`config.mk`:
```
export PLATFORM = sky130hd
export DESIGN_NAME = calc_op_sequencer
export DESIGN_NICKNAME = d
export VERILOG_FILES = /design/src/rtl/calc_op_sequencer.sv
export SDC_FILE = /design/constraint.sdc
export NUM_CORES = 1
export LEC_CHECK = 0
export ABC_AREA = 1
export CORE_UTILIZATION = 55
export CTS_BUF_LIST = sky130_fd_sc_hd__clkbuf_16
export DETAILED_ROUTE_END_ITERATION = 16
export DONT_BUFFER_PORTS = 1
export PLACE_DENSITY = 0.71
export SLEW_MARGIN = 10
export SYNTH_ARGS = -nofsm -noshare
export SYNTH_HDL_FRONTEND = slang
export SYNTH_SLANG_ARGS = --single-unit
```
`constraint.sdc`:
```
create_clock -name clk -period 3.39 [get_ports clk]
set_input_delay 0.339 -clock clk [delete_from_list [all_inputs] [get_ports clk]]
set_output_delay 0.339 -clock clk [all_outputs]
set_load 0.01 [all_outputs]
```
`src/rtl/calc_op_sequencer.sv`:
```
// Sequences one shared W-bit adder through ADD, SUB and shift-add MUL requests.
// Operands are latched on an accepted start; the 2W-bit result is returned with a done pulse.
module calc_op_sequencer #(
  parameter int unsigned W       = 4,
  parameter int unsigned ADD_LAT = 1
) (
  input  logic             clk,
  input  logic             rst,
  input  logic             start,
  input  logic [1:0]       op,
  input  logic [W-1:0]     opa,
  input  logic [W-1:0]     opb,
  output logic             busy,
  output logic             done,
  output logic [2*W-1:0]   result,
  output logic             ovf,
  output logic [W-1:0]     add_a,
  output logic [W-1:0]     add_b,
  output logic             add_cin,
  input  logic [W-1:0]     add_s,
  input  logic             add_cout
);

  localparam logic [1:0] OpAdd = 2'b00;
  localparam logic [1:0] OpSub = 2'b01;
  localparam logic [1:0] OpMul = 2'b10;
  localparam logic [1:0] OpRes = 2'b11;

  localparam int unsigned IW = (W > 2) ? $clog2(W) : 1;
  localparam logic [IW-1:0] LastIter = IW'(W - 1);
  localparam logic [1:0] LastLat = 2'(ADD_LAT);

  typedef enum logic [1:0] {StIdle, StExec, StDone} state_e;

  state_e           state_q;
  logic [1:0]       op_q;
  logic [W-1:0]     a_q;
  logic [2*W-1:0]   p_q;
  logic [1:0]       lat_q;
  logic [IW-1:0]    iter_q;
  logic [2*W-1:0]   p_nxt;

  // Product register after absorbing one adder capture: shift right with carry-in at the top.
  assign p_nxt = {add_cout, add_s, p_q[W-1:1]};

  always_ff @(posedge clk) begin
    if (rst) begin
      state_q <= StIdle;
      op_q    <= '0;
      a_q     <= '0;
      p_q     <= '0;
      lat_q   <= '0;
      iter_q  <= '0;
      busy    <= 1'b0;
      done    <= 1'b0;
      result  <= '0;
      ovf     <= 1'b0;
      add_a   <= '0;
      add_b   <= '0;
      add_cin <= 1'b0;
    end else begin
      case (state_q)
        StIdle, StDone: begin
          done <= 1'b0;
          if (start) begin
            state_q <= StExec;
            busy    <= 1'b1;
            op_q    <= op;
            a_q     <= opa;
            p_q     <= {{W{1'b0}}, opb};
            lat_q   <= '0;
            iter_q  <= '0;
            case (op)
              OpAdd: begin
                add_a   <= opa;
                add_b   <= opb;
                add_cin <= 1'b0;
              end
              OpSub: begin
                add_a   <= opa;
                add_b   <= ~opb;
                add_cin <= 1'b1;
              end
              OpMul: begin
                add_a   <= '0;
                add_b   <= opb[0] ? opa : '0;
                add_cin <= 1'b0;
              end
              default: begin
                add_a   <= '0;
                add_b   <= '0;
                add_cin <= 1'b0;
              end
            endcase
          end else begin
            state_q <= StIdle;
          end
        end
        StExec: begin
          if (op_q == OpRes) begin
            state_q <= StDone;
            busy    <= 1'b0;
            done    <= 1'b1;
            result  <= '0;
            ovf     <= 1'b1;
          end else if (lat_q != LastLat) begin
            lat_q <= lat_q + 2'd1;
          end else begin
            // Last edge of the adder window: add_s/add_cout are valid now.
            lat_q <= '0;
            if (op_q == OpMul && iter_q != LastIter) begin
              p_q    <= p_nxt;
              iter_q <= iter_q + 1'b1;
              add_a  <= p_nxt[2*W-1:W];
              add_b  <= p_nxt[0] ? a_q : '0;
            end else begin
              state_q <= StDone;
              busy    <= 1'b0;
              done    <= 1'b1;
              add_a   <= '0;
              add_b   <= '0;
              add_cin <= 1'b0;
              case (op_q)
                OpAdd: begin
                  result <= {{(W-1){1'b0}}, add_cout, add_s};
                  ovf    <= 1'b0;
                end
                OpSub: begin
                  result <= {{W{1'b0}}, add_s};
                  ovf    <= ~add_cout;
                end
                default: begin
                  p_q    <= p_nxt;
                  result <= p_nxt;
                  ovf    <= 1'b0;
                end
              endcase
            end
          end
        end
        default: begin
          state_q <= StIdle;
          busy    <= 1'b0;
          done    <= 1'b0;
        end
      endcase
    end
  end

endmodule

```
==> metrics.yaml <==
synthesis:
  syn_area_per_cell_um2: 7.12
  ys_types: 27
  syn_area_um2: 1760
  synth.net_count: 266
  ys_warn_count: 0
  ys_ff_latch: 35
  yosysSeqAreaShare_pct: 39.8
  syn_inst: 247
worst_setup_path:
  cp-end-kind: "flip-flop"
  cp_cell_sequence: "nand2_2 -> nand2_1 -> nand3_4 -> inv_2 -> nand2_4 -> o21ai_2"
  critical_path_required_ns: 3.60
  slowest_delay_ns: 0.53
  worstPathArrival_ns: 1.69
  critical_path_class: "reg -> reg"
  start_kind: "flip-flop"
  reg2reg_depth: 6
  critPathTopFamily: "simple AND/OR/NAND/NOR gates"
  r2r-end: "result[4]"
  r2r-start: "op_q[1]"
  cp_num_buf_inv: 1
  critPathMaxFanout: 10
  crit_path_top_delay_cell: "dfxtp_1"
  critPathCapture: "result[4]"
  rrSetupSlack_ns: 1.91
  setup.worst_path.start: "op_q[1]"
  crit_cells: 6
global_route:
  track_usage_pct: 25.4
  grt_pass1_wl_mm: 6.51
  gr-total-overflow: 0
  grt_pass1_vias: 1418
  grt_max_degree: 31
  antenna_found_initial: 0
floorplan:
  io_pins: 38
  core-area_um2: 3050
  die_w_um: 58.6
  rows: 20
  fp.dieH_um: 58.6
  start_util_pct: 57.6
  die_area_um2: 3430
clocking:
  clock_latency_ns: 0.27
  hold_buffers: 0
  cts-buffers-inserted: 5
  clk_pin_slew_worst_paths_ns: 0.05
  cts_tree: "yes"
  cts.root.buffer_cell: "clkbuf_16"
  post_cts_buffers: 0
  cts_resized: 0
  cts_sinks: 35
  ctsLongestPathBuffers: 2
  htreeDepth: 2
sta:
  skew_ns: 0.00401
  slew_violations: 0
  rsz0062_at_grt: "false"
  hold_violations: 0
  fmax_ghz: 0.677
  finalCritPeriodShare_pct: 43.6
  setup_ws_ns: 1.91
  relSlewSlack_pct: 42.8
  tns_ns: 0
  setup_viol: 0
  tightestPinTransition_ns: 0.857
  hold_slack_ns: 0.128
  min_period_ns: 1.48
routing:
  wirelength_mm: 3.96
  ant_nets: 0
  vias: 1532
  first_iter_violations: 68
  via_per_inst: 5.30
  drt_pass1_iterations: 4
  wl_per_cell_um: 13.7
  route.detailed.drc: 0
placement:
  placed_cell_area_um2: 1750
  port_buffers: 0
  post-dp-hpwl_mm: 2.93
  dpl.cell_count: 282
  gp_congestion: 0.891
  pre_cts_ws_ns: 1.92
power:
  power_mw: 1.03
  p_per_area_nw_per_um2: 548
  peakVddDrop_mv: 0.362
  power.leakage_nw: 0.822
cells_and_area:
  diodes: 0
  final_cell_mix: "47 x nor2_1, 40 x nand2_1, 35 x dfxtp_1, 26 x o21ai_0, 22 x inv_1"
  final_cell_count_no_fill: 289
  nets: 264
  drive_gt1_share_pct: 10.6
  fillers: 295
  fin_util_pct: 61.6
  syn2layout_area_growth_pct: 6.83
  final_area_um2: 1880
  final_common_cell: "nor2_1"
status:
  status: "finished clean"
job:
  max_cap_viol_count: 0
min_path:
  hold_class: "in -> reg"
## routing by layer
layer,track usage (%),part of all wire [%],vias to the layer above
met5,0,0,-
met1,34.0,47,681
met3,7.25,7.0,4
li1,-,-,798
met2,39.6,45,49
met4,8.16,0.88,0
## Yosys cell counts
master     n  area [µm²]
ha_1       1        12.5
nor2_1    47         176
nand2_1   40         150
nand2_4    3        33.8
dfxtp_1   35         701
nor3_1     2        10.0
nand2_2    3        18.8
inv_1     22        82.6
o21ai_1    5        25.0
o21ai_2    5        43.8
nand3_4    2        35.0
buf_1      1        3.75
nand3_1   18        90.1
nor2_8     1        20.0
nand4_1    3        18.8
o211ai_1   1        7.51
inv_2      5        18.8
a21oi_1   11        55.1
nor2_4     1        11.3
nand3b_1   3        22.5
o21ai_0   26         130
xnor2_1    1        8.76
buf_6      3        33.8
o22ai_1    3        18.8
clkbuf_1   1        3.75
buf_2      1        5.00
buf_4      3        22.5
## registers in the layout, indices dropped and copies added, names as in the netlist, 2 cells and up
signal,flops
state_q,2
a_q,4
iter_q,2
add_b,4
lat_q,2
p_q,3
add_a,4
op_q,2
result,8
## area by class of cell
type / instances / area, µm² / share of cell area (%)
Tap cell: 44 / 55.1 / 2.93
Clock buffer: 5 / 125 / 6.66
Multi-Input combinational cell: 176 / 888 / 47.3
Clock inverter: 2 / 8.76 / 0.466
Sequential cell: 35 / 701 / 37.3
Inverter: 27 / 101 / 5.39
## kinds of logic after synthesis
logic type               synth area share (%)
flip-flops                               39.8
XOR/XNOR                                0.498
AND/OR/NAND/NOR                          33.4
buffers and inverters                    9.67
AO/OA/AOI/OAI                            15.9
adder cells (fa/ha/maj)                 0.711
## where the power goes
| part | internal [mW] | switching, mW | total [mW] |
|---|---|---|---|
| combinational | 0.0462 | 0.0954 | 0.142 |
| sequential | 0.441 | 0.0288 | 0.470 |
| clock | 0.263 | 0.155 | 0.418 |
| total | 0.750 | 0.279 | 1.03 |
## worst min-delay path by stage
stage                     cells after the start    endpoint  slack, ns  startpoint
final                                         1  state_q[0]       0.13         rst
after floorplan                               1     add_cin       0.41         rst
after global placement                        1     add_cin       0.41         rst
after detailed placement                      1     add_cin       0.41         rst
after CTS                                     1  state_q[0]       0.13         rst
after global routing                          1     add_cin       0.12         rst
No activity file was read; power rests on OpenSTA's default activity.
